--- config.mk ---
export PLATFORM = sky130hd
export DESIGN_NAME = song_ctrl_flat
export DESIGN_NICKNAME = d
export VERILOG_FILES = /design/src/rtl/song_ctrl_if.sv /design/src/rtl/song_ctrl.sv /design/src/flat_wrapper.sv
export SDC_FILE = /design/constraint.sdc
export NUM_CORES = 1
export LEC_CHECK = 0
export ABC_CLOCK_PERIOD_IN_PS = 2770
export CELL_PAD_IN_SITES_DETAIL_PLACEMENT = 2
export CELL_PAD_IN_SITES_GLOBAL_PLACEMENT = 2
export CORE_MARGIN = 3
export CORE_UTILIZATION = 30
export DETAILED_ROUTE_END_ITERATION = 16
export GPL_TIMING_DRIVEN = 0
export PLACE_DENSITY_LB_ADDON = 0.1
export SLEW_MARGIN = 5
export SYNTH_ARGS = -nofsm -noshare
export SYNTH_HDL_FRONTEND = slang
export SYNTH_SLANG_ARGS = --single-unit
--- constraint.sdc ---
create_clock -name clk -period 2.77 [get_ports clk]
set_input_delay 0.6925 -clock clk [delete_from_list [all_inputs] [get_ports clk]]
set_output_delay 0.6925 -clock clk [all_outputs]
set_load 0.02 [all_outputs]
--- src/rtl/song_ctrl_if.sv ---
// rtl/song_ctrl_if.sv - button/mode/song_done inputs and display/player outputs of song_ctrl
interface song_ctrl_if;
    logic [2:0] button;
    logic [2:0] mode;
    logic       song_done;
    logic [2:0] song_num;
    logic       play_en;
    logic       song_restart;
    logic [3:0] disp_state;
    logic [3:0] disp_song;

    modport slave (
        input  button,
        input  mode,
        input  song_done,
        output song_num,
        output play_en,
        output song_restart,
        output disp_state,
        output disp_song
    );

    modport master (
        output button,
        output mode,
        output song_done,
        input  song_num,
        input  play_en,
        input  song_restart,
        input  disp_state,
        input  disp_song
    );
endinterface

--- src/rtl/song_ctrl.sv ---
// rtl/song_ctrl.sv - button debouncing and IDLE/PLAY/PAUSE song selection controller
module song_ctrl #(
    parameter int SONG_NUM        = 4,
    parameter int DEBOUNCE_CYCLES = 2000000
) (
    input  logic       clk,
    input  logic       rst_n,
    song_ctrl_if.slave ctrl
);
    localparam int CNT_W = (DEBOUNCE_CYCLES < 2) ? 1 : $clog2(DEBOUNCE_CYCLES);
    localparam logic [CNT_W-1:0] CNT_LAST  = CNT_W'(DEBOUNCE_CYCLES - 1);
    localparam logic [2:0]       SONG_LAST = 3'(SONG_NUM - 1);

    // Button bit positions
    localparam int B_PREV  = 0;
    localparam int B_PAUSE = 1;
    localparam int B_NEXT  = 2;

    typedef enum logic [1:0] {
        ST_IDLE  = 2'd0,
        ST_PLAY  = 2'd1,
        ST_PAUSE = 2'd2
    } state_t;

    logic [2:0]       sync1_q, sync2_q;
    logic [2:0]       deb_q, deb_d;
    logic [2:0]       press_q, press_d;
    logic [CNT_W-1:0] cnt_q [3];
    logic [CNT_W-1:0] cnt_d [3];

    state_t     state_q, state_d;
    logic [2:0] song_q, song_d;
    logic       restart_q, restart_d;
    logic       play_en_q;

    logic       auto_mode;
    logic [2:0] song_next;
    logic [2:0] song_prev;

    // Per-bit debouncer: count consecutive cycles the synchronized level differs
    // from the accepted level; accept it once the run reaches DEBOUNCE_CYCLES.
    always_comb begin
        deb_d   = deb_q;
        press_d = '0;
        for (int i = 0; i < 3; i++) begin
            cnt_d[i] = '0;
            if (sync2_q[i] != deb_q[i]) begin
                if (cnt_q[i] == CNT_LAST) begin
                    deb_d[i]   = sync2_q[i];
                    press_d[i] = sync2_q[i];
                end else begin
                    cnt_d[i] = cnt_q[i] + CNT_W'(1);
                end
            end
        end
    end

    // Synchronizer, debounce and press-event registers
    always_ff @(posedge clk) begin
        if (!rst_n) begin
            sync1_q <= '0;
            sync2_q <= '0;
            deb_q   <= '0;
            press_q <= '0;
            for (int i = 0; i < 3; i++) begin
                cnt_q[i] <= '0;
            end
        end else begin
            sync1_q <= ctrl.button;
            sync2_q <= sync1_q;
            deb_q   <= deb_d;
            press_q <= press_d;
            for (int i = 0; i < 3; i++) begin
                cnt_q[i] <= cnt_d[i];
            end
        end
    end

    assign auto_mode = (ctrl.mode == 3'b010);
    assign song_next = (song_q == SONG_LAST) ? 3'd0 : song_q + 3'd1;
    assign song_prev = (song_q == 3'd0) ? SONG_LAST : song_q - 3'd1;

    // Next state: leaving auto mode wins, then prev > next > pause > song_done
    always_comb begin
        state_d   = state_q;
        song_d    = song_q;
        restart_d = 1'b0;
        unique case (state_q)
            ST_IDLE: begin
                if (auto_mode) begin
                    state_d   = ST_PLAY;
                    restart_d = 1'b1;
                end
            end
            ST_PLAY, ST_PAUSE: begin
                if (!auto_mode) begin
                    state_d = ST_IDLE;
                end else if (press_q[B_PREV]) begin
                    song_d    = song_prev;
                    state_d   = ST_PLAY;
                    restart_d = 1'b1;
                end else if (press_q[B_NEXT]) begin
                    song_d    = song_next;
                    state_d   = ST_PLAY;
                    restart_d = 1'b1;
                end else if (press_q[B_PAUSE]) begin
                    state_d = (state_q == ST_PLAY) ? ST_PAUSE : ST_PLAY;
                end else if (ctrl.song_done && state_q == ST_PLAY) begin
                    song_d    = song_next;
                    restart_d = 1'b1;
                end
            end
            default: begin
                state_d = ST_IDLE;
            end
        endcase
    end

    // Controller state and registered outputs
    always_ff @(posedge clk) begin
        if (!rst_n) begin
            state_q   <= ST_IDLE;
            song_q    <= 3'd0;
            restart_q <= 1'b0;
            play_en_q <= 1'b0;
        end else begin
            state_q   <= state_d;
            song_q    <= song_d;
            restart_q <= restart_d;
            play_en_q <= (state_d == ST_PLAY);
        end
    end

    assign ctrl.song_num     = song_q;
    assign ctrl.play_en      = play_en_q;
    assign ctrl.song_restart = restart_q;
    assign ctrl.disp_state   = {2'b00, state_q};
    assign ctrl.disp_song    = {1'b0, song_q};
endmodule

--- src/flat_wrapper.sv ---
// flat-port wrapper written by rule: the top's interface ports become plain ports
module song_ctrl_flat 
#(
    parameter int SONG_NUM        = 4,
    parameter int DEBOUNCE_CYCLES = 2000000
)
  (clk, rst_n, ctrl_button, ctrl_mode, ctrl_song_done, ctrl_song_num, ctrl_play_en, ctrl_song_restart, ctrl_disp_state, ctrl_disp_song);
  song_ctrl_if ctrl_i ();
  input  logic clk;
  input  logic rst_n;
  input wire logic [$bits(ctrl_i.button)-1:0] ctrl_button;
  input wire logic [$bits(ctrl_i.mode)-1:0] ctrl_mode;
  input wire logic [$bits(ctrl_i.song_done)-1:0] ctrl_song_done;
  output wire logic [$bits(ctrl_i.song_num)-1:0] ctrl_song_num;
  output wire logic [$bits(ctrl_i.play_en)-1:0] ctrl_play_en;
  output wire logic [$bits(ctrl_i.song_restart)-1:0] ctrl_song_restart;
  output wire logic [$bits(ctrl_i.disp_state)-1:0] ctrl_disp_state;
  output wire logic [$bits(ctrl_i.disp_song)-1:0] ctrl_disp_song;
  assign ctrl_i.button = ctrl_button;
  assign ctrl_i.mode = ctrl_mode;
  assign ctrl_i.song_done = ctrl_song_done;
  assign ctrl_song_num = ctrl_i.song_num;
  assign ctrl_play_en = ctrl_i.play_en;
  assign ctrl_song_restart = ctrl_i.song_restart;
  assign ctrl_disp_state = ctrl_i.disp_state;
  assign ctrl_disp_song = ctrl_i.disp_song;
  song_ctrl #(.SONG_NUM(SONG_NUM), .DEBOUNCE_CYCLES(DEBOUNCE_CYCLES)) u_core (.clk(clk), .rst_n(rst_n), .ctrl(ctrl_i));
endmodule
==> results_dict.tcl <==
set metrics [dict create \
    drtPass1Iterations 5 \
    reg2reg_depth 6 \
    ys_ff_latch 82 \
    drt_iter0_drc 129 \
    synthSimpleGateAreaFrac_pct 28.7 \
    synth_top_family_by_area "simple AND/OR/NAND/NOR gates" \
    yosys-top-cells-area "dfxtp_1 (44%), xor2_1 (4.9%), nor2_1 (4.4%)" \
    post-dp-hpwl_microns 6730 \
    start_util_pct 31.1 \
    ant_nets 0 \
    regArea_sq_um 1640 \
    syn_avg_cell_area_sq_um 8.69 \
    post_cts_buffers 0 \
    multiInputGateArea_sq_um 1970 \
    insertion_delay_ns 0.34 \
    hold_path.class "reg2reg" \
    drc 0 \
    final_nets 483 \
    ys_seq_area_share_pct 43.6 \
    drv_slew 0 \
    grt-ovfl-total 0 \
    dr_total_vias 3209 \
    routed_wl_microns 9310 \
    fillers 1415 \
    path_buf_inv 1 \
    synth_area_sq_um 3760 \
    n_antenna_cell 0 \
    dieHeight_microns 118 \
    powerDensity_nw_per_um2 535 \
    finalCriticalPeriod_ns 2.48 \
    slowest_delay_ns 0.70 \
    setup_viol 0 \
    worst_r2r_endpoint "u_core.ctrl.song_num[0]" \
    rsz0062_at_grt "false" \
    fmax_mhz 404 \
    slew_headroom_pct 47.5 \
    synth_fa_ha_area_share_pct 3.33 \
    syn_to_final_growth_pct 17.9 \
    cts_buffers 9 \
    synthXorXnorAreaFrac_pct 8.38 \
    cp.depth 5 \
    netlist_instances 433 \
    synth_compound_area_share_pct 11.6 \
    final_layout_size_suffix_gt1_share_pct 5.77 \
    ctsHoldBuffers 0 \
    stdcell_area_sq_um 4440 \
    worstPathCellList "clkdlybuf4s50_1 -> nor4bb_1 -> a21boi_1 -> a21oi_1 -> a311oi_1" \
    dpl_cell_area_sq_um 4160 \
    wl_per_cell_microns 14.6 \
    worstSetupEndpointType "flip-flop" \
    slowest_stage "nor4bb_1" \
    total_power_mw 2.37 \
    cts_root_buffer "clkbuf_16" \
    htreeDepth 3 \
    hold_violations 0 \
    die_x_microns 118 \
    io_pins 22 \
    synth_cell_types 43 \
    grt_pass1_wl_microns 16200 \
    clock_path_buffers 2 \
    via_per_inst 5.05 \
    yosysTopAreaCell "dfxtp_1" \
    portBuffers 18 \
    worst_slew_pin_slew_ns 0.776 \
    cap_violations 0 \
    setup.worst_path.class "in2reg" \
    grt_use_total_pct 14.2 \
    synthMuxAreaShare_pct 0 \
    setup.worst_path.end "u_core.ctrl.song_num[0]" \
    gp_congestion 0.742 \
    core_sq_um 12100 \
    p_leak_nw 1.39 \
    status "completed" \
    rr_startpoint "u_core.state_q[0]" \
    num_rows 40 \
    crit_path_max_fanout 6 \
    cts_resized 0 \
    clkTransAtPathRegs_ns 0.06 \
    cts_tree "built" \
    ys_warn_count 0 \
    worstSetupStartpoint "ctrl_mode[0]" \
    post-route-period-util_pct 89.4 \
    worstPathRequired_ns 3.01 \
    r2r_setup_slack_ns 0.32 \
    ir_worst_vdd_v 0.000254 \
    critical_path_arrival_ns 2.72 \
    die_area_sq_um 13900 \
    grt_pass1_vias 3403 \
    grt_start_max_net_pins 13 \
    cp_top_family "compound AO/OA/AOI/OAI gates" \
    finalClockSkew_ns 0.00622 \
    antenna_found_initial 0 \
    yosysTopAreaCellShare_pct 43.6 \
    cts_sinks 82 \
    crit_path_start_kind "primary input" \
]
==> synth_stat cells, drive strengths merged <==
library cell / count
dfxtp: 82
nor2: 44
nand2: 32
a21oi: 31
nand3: 22
xor2: 21
or4: 19
o31ai: 18
inv: 17
nand4: 15
xnor2: 15
clkbuf: 12
o21ai: 11
and2: 10
ha: 10
or3: 10
and3: 8
buf: 7
and4: 6
nor3: 5
nor4: 5
nor4b: 4
or2: 4
nor3b: 3
nor4bb: 3
o21a: 3
a211oi: 2
nand2b: 2
o211ai: 2
o21bai: 2
a21boi: 1
a311oi: 1
a32oi: 1
conb: 1
nand3b: 1
nand4b: 1
nor2b: 1
or3b: 1
==> cell type report <==
cell class,instances,share of cell area (%)
Tap cell,168,4.74
Clock buffer,12,5.78
Clock inverter,3,0.339
Sequential cell,82,37.0
Buffer,19,2.14
Inverter,17,1.44
Timing Repair Buffer,18,4.06
Multi-Input combinational cell,317,44.5
==> stage by stage <==
step / util [%] / cells / setup TNS (ns) / setup slack [ns] / hold WS [ns]
after floorplan: - / 435 / 0 / 0.676 / 0.412
after global placement: 34.3 / 621 / -0.00687 / -0.00687 / 0.418
after detailed placement: 34.3 / 621 / -0.0517 / -0.0517 / 0.428
after CTS: 36.6 / 636 / 0 / 0.0120 / 0.443
after global routing: 36.6 / 636 / 0 / 0.0392 / 0.458
final: 36.6 / 636 / 0 / 0.292 / 0.439
==> cell usage in the layout (no fill, tap or decap), types with 3 or more instances in the layout <==
master / n
clkdlybuf4s50_1: 18
nor4b_1: 4
nand2_1: 32
or4_1: 19
o31ai_1: 18
clkinv_2: 3
conb_1: 3
a21oi_1: 31
nor4bb_1: 3
clkbuf_16: 9
nand4_1: 14
nor3b_1: 3
dfxtp_1: 82
nor3_1: 5
nor4_1: 5
xnor2_1: 15
xor2_1: 21
clkbuf_1: 13
buf_4: 6
and2_1: 10
o21a_1: 3
and4_1: 5
or3_1: 10
ha_1: 10
o21ai_0: 11
and3_1: 8
nor2_1: 44
nand3_1: 22
inv_1: 17
==> where the power goes <==
part | internal, mW | total, mW | switching, mW | leakage [nW]
registers | 1.19 | 1.19 | 0.00470 | 0.662
logic | 0.0269 | 0.0589 | 0.0320 | 0.587
clock network | 0.647 | 1.12 | 0.475 | 0.138
total | 1.86 | 2.37 | 0.512 | 1.39
==> worst min-delay path by stage <==
| stage | from | end | slack, ns | depth (start not counted) |
|---|---|---|---|---|
| 2_1_floorplan | u_core.sync1_q[0] | u_core.sync2_q[0] | 0.41 | 1 |
| 3_3_place_gp | u_core.sync1_q[2] | u_core.sync2_q[2] | 0.42 | 1 |
| 3_5_place_dp | u_core.sync1_q[1] | u_core.sync2_q[1] | 0.43 | 1 |
| 4_1_cts | u_core.sync1_q[1] | u_core.sync2_q[1] | 0.44 | 1 |
| 5_1_grt | u_core.sync1_q[2] | u_core.sync2_q[2] | 0.46 | 1 |
| 6_report | u_core.cnt_q[0][42] | u_core.cnt_q[0][42] | 0.44 | 1 |
==> kinds of logic (layout without fill, tap and decap cells) <==
| family | Yosys count | in the layout |
|---|---|---|
| AND/OR/NAND/NOR | 196 | 196 |
| flip-flops | 82 | 82 |
| buffers and inverters | 36 | 69 |
| adder cells (fa/ha/maj) | 10 | 10 |
| AO/OA/AOI/OAI | 72 | 72 |
| XOR/XNOR | 36 | 36 |
| other | 1 | 3 |
==> state kept, by name (all words and copies together), names as in the netlist <==
| signal | count |
|---|---|
| u_core.sync1_q | 3 |
| u_core.press_q | 3 |
| u_core.ctrl.play_en | 1 |
| u_core.sync2_q | 3 |
| u_core.ctrl.song_restart | 1 |
| u_core.deb_q | 3 |
| u_core.cnt_q | 63 |
| u_core.ctrl.song_num | 3 |
| u_core.state_q | 2 |
==> layer usage <==
| metal | global-route usage [%] | vias up | part of all wire, % |
|---|---|---|---|
| met5 | 0 | - | 0 |
| met4 | 5.05 | 0 | 1.3 |
| met3 | 3.51 | 11 | 2.4 |
| met2 | 24.2 | 21 | 48 |
| met1 | 17.5 | 1579 | 48 |
| li1 | - | 1598 | - |
==> worst register-to-register path, cell delays in order (launching register included) <==
cell and delay, ns:
dfxtp_1 0.40, inv_1 0.09, ha_1 0.29, nor4bb_1 0.69, a21boi_1 0.51, a21oi_1 0.12, a311oi_1 0.26
Power figures use the tool's default switching activity.
